--- src/rtl/banzai_axil.sv ---
// AXI4-Lite accelerator tile: 64-word scratch memory, control/status registers and a
// word-sum engine that reduces MEM[0..LEN-1] into RESULT.
module banzai_axil #(
  parameter int unsigned MEM_WORDS = 64,
  parameter logic [31:0] ID_VALUE  = 32'hBA2A_0001
) (
  input  logic        clk,
  input  logic        rst_n,
  input  logic [31:0] aw_addr,
  input  logic [2:0]  aw_prot,
  input  logic        aw_valid,
  output logic        aw_ready,
  input  logic [31:0] w_data,
  input  logic [3:0]  w_strb,
  input  logic        w_valid,
  output logic        w_ready,
  output logic [1:0]  b_resp,
  output logic        b_valid,
  input  logic        b_ready,
  input  logic [31:0] ar_addr,
  input  logic [2:0]  ar_prot,
  input  logic        ar_valid,
  output logic        ar_ready,
  output logic [31:0] r_data,
  output logic [1:0]  r_resp,
  output logic        r_valid,
  input  logic        r_ready
);

  localparam int unsigned AW = $clog2(MEM_WORDS);

  localparam logic [9:0] OffCtrl   = 10'h040;
  localparam logic [9:0] OffLen    = 10'h041;
  localparam logic [9:0] OffStatus = 10'h042;
  localparam logic [9:0] OffResult = 10'h043;
  localparam logic [9:0] OffId     = 10'h044;

  localparam logic [1:0] RespOkay   = 2'b00;
  localparam logic [1:0] RespSlverr = 2'b10;

  logic [31:0] mem_q [MEM_WORDS];
  logic        aw_ready_q, ar_ready_q, b_valid_q, r_valid_q;
  logic [1:0]  b_resp_q, r_resp_q;
  logic [31:0] r_data_q;
  logic [6:0]  len_q, len_lat_q, idx_q;
  logic [31:0] result_q;
  logic        busy_q, done_q;

  logic        wr_fire, rd_fire;
  logic [9:0]  wr_off, rd_off;
  logic        wr_is_mem, rd_is_mem;
  logic        wr_err, mem_we, len_we, start;
  logic [6:0]  len_wdata;
  logic        rd_err;
  logic [31:0] rd_data;
  logic        eng_last;
  logic [31:0] eng_word;

  // Address bits outside [11:2] and the protection fields carry no meaning for this tile.
  logic unused_sigs;
  assign unused_sigs = ^{aw_prot, ar_prot, aw_addr[31:12], aw_addr[1:0],
                         ar_addr[31:12], ar_addr[1:0]};

  assign wr_fire   = aw_ready_q & aw_valid & w_valid;
  assign rd_fire   = ar_ready_q & ar_valid;
  assign wr_off    = aw_addr[11:2];
  assign rd_off    = ar_addr[11:2];
  assign wr_is_mem = (wr_off[9:AW] == '0);
  assign rd_is_mem = (rd_off[9:AW] == '0);
  assign len_wdata = (w_data > 32'd64) ? 7'd64 : w_data[6:0];

  always_comb begin
    wr_err = 1'b0;
    mem_we = 1'b0;
    len_we = 1'b0;
    start  = 1'b0;
    if (wr_is_mem) begin
      if (busy_q) wr_err = 1'b1;
      else        mem_we = wr_fire;
    end else begin
      case (wr_off)
        OffCtrl: start  = wr_fire & w_strb[0] & w_data[0] & ~busy_q;
        OffLen:  len_we = wr_fire & w_strb[0];
        default: wr_err = 1'b1;
      endcase
    end
  end

  always_comb begin
    rd_err  = 1'b0;
    rd_data = '0;
    if (rd_is_mem) begin
      rd_data = mem_q[rd_off[AW-1:0]];
    end else begin
      case (rd_off)
        OffCtrl:   rd_data = '0;
        OffLen:    rd_data = {25'd0, len_q};
        OffStatus: rd_data = {30'd0, done_q, busy_q};
        OffResult: rd_data = result_q;
        OffId:     rd_data = ID_VALUE;
        default:   rd_err  = 1'b1;
      endcase
    end
  end

  // A zero length still spends one busy cycle so DONE always follows a visible BUSY.
  assign eng_last = (len_lat_q == 7'd0) || (idx_q + 7'd1 == len_lat_q);
  assign eng_word = mem_q[idx_q[AW-1:0]];

  always_ff @(posedge clk) begin
    if (!rst_n) begin
      aw_ready_q <= 1'b0;
      ar_ready_q <= 1'b0;
      b_valid_q  <= 1'b0;
      r_valid_q  <= 1'b0;
      b_resp_q   <= RespOkay;
      r_resp_q   <= RespOkay;
      r_data_q   <= '0;
      len_q      <= '0;
      len_lat_q  <= '0;
      idx_q      <= '0;
      result_q   <= '0;
      busy_q     <= 1'b0;
      done_q     <= 1'b0;
      for (int i = 0; i < int'(MEM_WORDS); i++) mem_q[i] <= '0;
    end else begin
      aw_ready_q <= aw_valid & w_valid & ~b_valid_q & ~aw_ready_q;
      ar_ready_q <= ar_valid & ~r_valid_q & ~ar_ready_q;

      if (wr_fire) begin
        b_valid_q <= 1'b1;
        b_resp_q  <= wr_err ? RespSlverr : RespOkay;
      end else if (b_ready) begin
        b_valid_q <= 1'b0;
      end

      if (rd_fire) begin
        r_valid_q <= 1'b1;
        r_resp_q  <= rd_err ? RespSlverr : RespOkay;
        r_data_q  <= rd_err ? 32'd0 : rd_data;
      end else if (r_ready) begin
        r_valid_q <= 1'b0;
      end

      if (mem_we) begin
        for (int b = 0; b < 4; b++) begin
          if (w_strb[b]) mem_q[wr_off[AW-1:0]][8*b +: 8] <= w_data[8*b +: 8];
        end
      end

      if (len_we) len_q <= len_wdata;

      if (start) begin
        busy_q    <= 1'b1;
        done_q    <= 1'b0;
        result_q  <= '0;
        idx_q     <= '0;
        len_lat_q <= len_q;
      end else if (busy_q) begin
        if (len_lat_q != 7'd0) begin
          result_q <= result_q + eng_word;
          idx_q    <= idx_q + 7'd1;
        end
        if (eng_last) begin
          busy_q <= 1'b0;
          done_q <= 1'b1;
        end
      end
    end
  end

  assign aw_ready = aw_ready_q;
  assign w_ready  = aw_ready_q;
  assign ar_ready = ar_ready_q;
  assign b_valid  = b_valid_q;
  assign b_resp   = b_resp_q;
  assign r_valid  = r_valid_q;
  assign r_resp   = r_resp_q;
  assign r_data   = r_data_q;

endmodule

--- config.mk ---
export PLATFORM = sky130hd
export DESIGN_NAME = banzai_axil
export DESIGN_NICKNAME = d
export VERILOG_FILES = /design/src/rtl/banzai_axil.sv
export SDC_FILE = /design/constraint.sdc
export NUM_CORES = 2
export LEC_CHECK = 0
export BUFFER_PORTS_ARGS = -buffer_cell sky130_fd_sc_hd__buf_2
export CORE_ASPECT_RATIO = 1.25
export CORE_MARGIN = 5
export CORE_UTILIZATION = 61
export CTS_BUF_LIST = sky130_fd_sc_hd__clkbuf_16
export DETAILED_ROUTE_END_ITERATION = 8
export PLACE_DENSITY = 0.77
export SKIP_CTS_REPAIR_TIMING = 1
export SYNTH_ARGS = -nofsm -noshare
export SYNTH_HDL_FRONTEND = slang
export SYNTH_SLANG_ARGS = --single-unit
--- constraint.sdc ---
create_clock -name clk -period 8.77 [get_ports clk]
set_input_delay 1.754 -clock clk [delete_from_list [all_inputs] [get_ports clk]]
set_output_delay 1.754 -clock clk [all_outputs]
set_load 0.005 [all_outputs]
==> impl_metrics.toml <==
[outcome]
outcome = "complete, but fails checks"
violations = "capacitance limit"

[critical_path]
max_stage_delay_ns = 1.00
critical_path.slowest_cell = "sky130_fd_sc_hd__dfxtp_4"
worst_setup_path_start_kind = "flip-flop"
crit_path_capture_type = "flip-flop"
critical-path-top-cell-by-count = "sky130_fd_sc_hd__mux4_2"
critical_path_required_ns = 9.56
worstRegToRegCells = 13
crit_fanout = 37
crit_path_cell_trace = "buf_4 -> mux4_2 -> mux4_2 -> mux4_2 -> ha_1 -> a21oi_1 -> nor3_1 -> o31ai_1 -> nand2_1 -> a21oi_1 -> o21ai_0 -> xnor2_1 -> o21ai_0"
critPathKind = "flip-flop to flip-flop"
critical_path_arrival_ns = 7.20
rrSetupSlack_ns = 2.36
worst_r2r_endpoint = "result_q[25]"

[cts]
cts.htree.levels = 4
cts_sinks = 2147
clk_path_buf_depth = 3
worst_skew_pair.late_latency_ns = 0.87
number_of_buffers_created_by_cts = 203
root_buffer = "sky130_fd_sc_hd__clkbuf_16"
tritoncts = "done"
clk_pin_slew_worst_paths_ns = 0.06

[synth]
yosysSeqAreaShare_pct = 55.01
synth-edff-count = 2048
yosys.cell_types.count = 62
post_syn_instances = 7399
share_of_the_synthesized_area_in_the_top_cell_type_pct = 53.29
syn_area_um2 = 115400
synth.largest_area_cell = "sky130_fd_sc_hd__edfxtp_1"
ys_async_sr_fraction_pct = 0
ys_dominant_reg_cell = "sky130_fd_sc_hd__edfxtp_1"
yosys_warns = 0
synth.area.top_cells = "sky130_fd_sc_hd__edfxtp_1 (53%), sky130_fd_sc_hd__mux4_2 (26%), sky130_fd_sc_hd__and2_1 (11%)"
number_of_flip_flops_and_latches_in_the_synthesized_netlist = 2147
syn_avg_cell_area_um2 = 15.60

[floorplanning]
die_h_um = 496.3
fp-row-count = 178
core_um2 = 188200
boundaryPins = 154
design.die.area_um2 = 198000
initial_core_util_pct = 61.32
die_x_um = 399.0

[place]
port_buffers = 101
place.detailed.hpwl_um = 242700
post-place-cells = 9666
gp_routability_congestion = 0.9453

[power_and_ir_drop]
power_frac_seq_pct = 53.0
power_report.internal_total_w = 0.01701
max-vdd-ir-drop_uv = 144.5
power.switching_fraction_pct = 23.33
switchingPower_w = 0.005177
comb_power_share_pct = 8.3
power_density_nw_per_um2 = 176.7
power.clock.fraction_pct = 38.7
standby_leakage_power_nw = 42.75

[global_route]
grt_pass1_vias = 71600
grt_first_pass_wirelength_um = 508400
gr-usage-all-layers_pct = 36.73
pin_count_of_the_biggest_net_entering_global_routing = 117
grt_overflow = 0
grt_antenna_before_repair = 42

[routing]
vias_per_cell = 7.122
drt-total-wl_um = 361100
number_of_detailed_routing_iterations_run_before_antenna_repair = 7
route.detailed.drc = 0
detailroute.via_count = 71760
route.detailed.wl_per_inst_um = 35.84
first_iter_violations = 10580
final_antenna_violating_net_count = 0

[timing]
slew-limit-headroom_pct = 0.5011
worst-slew-pin-transition_ns = 1.477
hold_fails_final_rpt = 0
timing.final.crit_share_pct = 73.07
setup_repair_after_global_routing_missed_its_margin = "false"
final.setup_skew_ns = 0.03514
drv_slew = 0
setup_viol_count_final = 0
clock.fmax_mhz = 156.0
totalNegativeSetupSlack_ns = 0
layout_min_cycle_time_ns = 6.408

[layout]
register_area_um2 = 63500
drive_gt1_share_pct = 27.41
final_common_cell = "sky130_fd_sc_hd__edfxtp_1"
multi_input_comb_area_um2 = 49280
final_cell_mix = "sky130_fd_sc_hd__edfxtp_1 (2048), sky130_fd_sc_hd__and2_1 (1989), sky130_fd_sc_hd__mux4_2 (1334)"
final_net_count = 7500
layoutNonFillerInstCount = 10080
layout.filler_cells = 12630
synthToLayoutAreaGrowth_pct = 8.819

[hold_path]
worstHoldPathType = "flip-flop to flip-flop"
hold_path_end = "ar_ready"
timing.hold.worst.start = "r_valid"
hold_path_depth = 1

[flow_run]
timing.max_cap.violations = 1
layout make-up:
type	count	share of cell area [%]
multi-input cells	4573	39.25
clock buffers	208	4.145
well taps	2520	2.511
diodes	27	0.05380
flip-flops and latches	2147	50.57
repair buffers	420	2.544
inverters	9	0.02690
clock inverters	172	0.9077
through the flow:
step	hold WS [ns]	cell area [um2]	utilization [%]	setup WS, ns	power [W]
6_report	0.4576	125600	66.73	2.362	0.02219
5_1_grt	0.4858	125500	66.70	2.262	0.02265
4_1_cts	0.4614	125500	66.68	2.664	0.02215
3_5_place_dp	0.4507	119100	63.31	2.518	0.01376
3_3_place_gp	0.4271	119100	63.31	2.641	0.01369
2_1_floorplan	0.4291	115400	-	4.027	0.01300
cell usage after synthesis, types with 4 or more instances:
| cell | instances |
|---|---|
| sky130_fd_sc_hd__edfxtp_1 | 2048 |
| sky130_fd_sc_hd__and2_1 | 1989 |
| sky130_fd_sc_hd__mux4_2 | 1334 |
| sky130_fd_sc_hd__clkbuf_1 | 519 |
| sky130_fd_sc_hd__nor2_1 | 318 |
| sky130_fd_sc_hd__o21ai_0 | 287 |
| sky130_fd_sc_hd__nand2_1 | 158 |
| sky130_fd_sc_hd__dfxtp_1 | 99 |
| sky130_fd_sc_hd__buf_2 | 83 |
| sky130_fd_sc_hd__nor3_1 | 78 |
| sky130_fd_sc_hd__a21oi_1 | 62 |
| sky130_fd_sc_hd__buf_1 | 62 |
| sky130_fd_sc_hd__ha_1 | 32 |
| sky130_fd_sc_hd__nand3_1 | 27 |
| sky130_fd_sc_hd__and3_1 | 26 |
| sky130_fd_sc_hd__mux2i_1 | 24 |
| sky130_fd_sc_hd__a221o_1 | 22 |
| sky130_fd_sc_hd__nor2b_1 | 20 |
| sky130_fd_sc_hd__xnor2_1 | 20 |
| sky130_fd_sc_hd__a21o_1 | 17 |
| sky130_fd_sc_hd__xor2_1 | 15 |
| sky130_fd_sc_hd__nor4_1 | 13 |
| sky130_fd_sc_hd__a22oi_1 | 12 |
| sky130_fd_sc_hd__o31ai_1 | 11 |
| sky130_fd_sc_hd__inv_1 | 9 |
| sky130_fd_sc_hd__nand2b_1 | 9 |
| sky130_fd_sc_hd__a31oi_1 | 7 |
| sky130_fd_sc_hd__mux2_2 | 7 |
| sky130_fd_sc_hd__a211oi_1 | 6 |
| sky130_fd_sc_hd__nand4_1 | 6 |
| sky130_fd_sc_hd__nor3b_1 | 6 |
| sky130_fd_sc_hd__a21boi_0 | 5 |
| sky130_fd_sc_hd__nand3b_1 | 5 |
| sky130_fd_sc_hd__o21a_1 | 5 |
| sky130_fd_sc_hd__or3_1 | 5 |
| sky130_fd_sc_hd__and3b_1 | 4 |
| sky130_fd_sc_hd__and4_1 | 4 |
| sky130_fd_sc_hd__buf_6 | 4 |
| sky130_fd_sc_hd__o211ai_1 | 4 |
flip-flops by register name, indices dropped and copies added, names as in the netlist, named ones only:
register / flops
r_data: 32
b_resp: 1
r_valid: 1
idx_q: 7
busy_q: 1
done_q: 1
result_q: 32
len_q: 7
aw_ready: 1
mem_q: 2048
b_valid: 1
ar_ready: 1
r_resp: 1
len_lat_q: 7
cells by family after synthesis:
group	synth area share, %
buffers and inverters	2.338
AO/OA/AOI/OAI	2.273
flip-flops	55.01
multiplexers	26.31
other	0.003250
adder cells (fa/ha/maj)	0.3643
XOR/XNOR	0.2656
AND/OR/NAND/NOR	13.44
power groups by stage:
stage,clock (W),sequential (W),combinational (W)
2_1_floorplan,0,0.0119,0.00111
3_3_place_gp,0,0.0119,0.00177
5_1_grt,0.00900,0.0118,0.00187
6_report,0.00860,0.0118,0.00184
3_5_place_dp,0,0.0120,0.00180
4_1_cts,0.00860,0.0117,0.00180
routing by layer:
layer	wire [um]	share of wire [%]	track usage (%)	vias to the layer above
li1	-	-	-	28720
met4	34050	9.4	26.65	28
met3	49590	14	10.40	1191
met1	110700	31	45.25	36440
met2	166600	46	56.39	5377
met5	215	0.060	0	-
worst max path at each step:
stage,start,endpoint,slack [ns],cells past startpoint
after floorplan,flip-flop,result_q[31],4.03,17
after detailed placement,w_valid,mem_q[41][22],2.52,8
after CTS,flip-flop,result_q[27],2.66,13
after global placement,w_valid,mem_q[41][16],2.64,8
after global routing,flip-flop,result_q[25],2.26,14
final,flip-flop,result_q[25],2.36,13
critical path, delay by kind of cell, from the launching register on:
family	cells	cell delay [ns]
AO/OA/AOI/OAI	5	2.02
adder cells (fa/ha/maj)	1	0.27
multiplexers	3	1.73
flip-flops	1	1.00
XOR/XNOR	1	0.15
AND/OR/NAND/NOR	2	0.51
buffers and inverters	1	0.57
(Power assumes the default switching activity.)
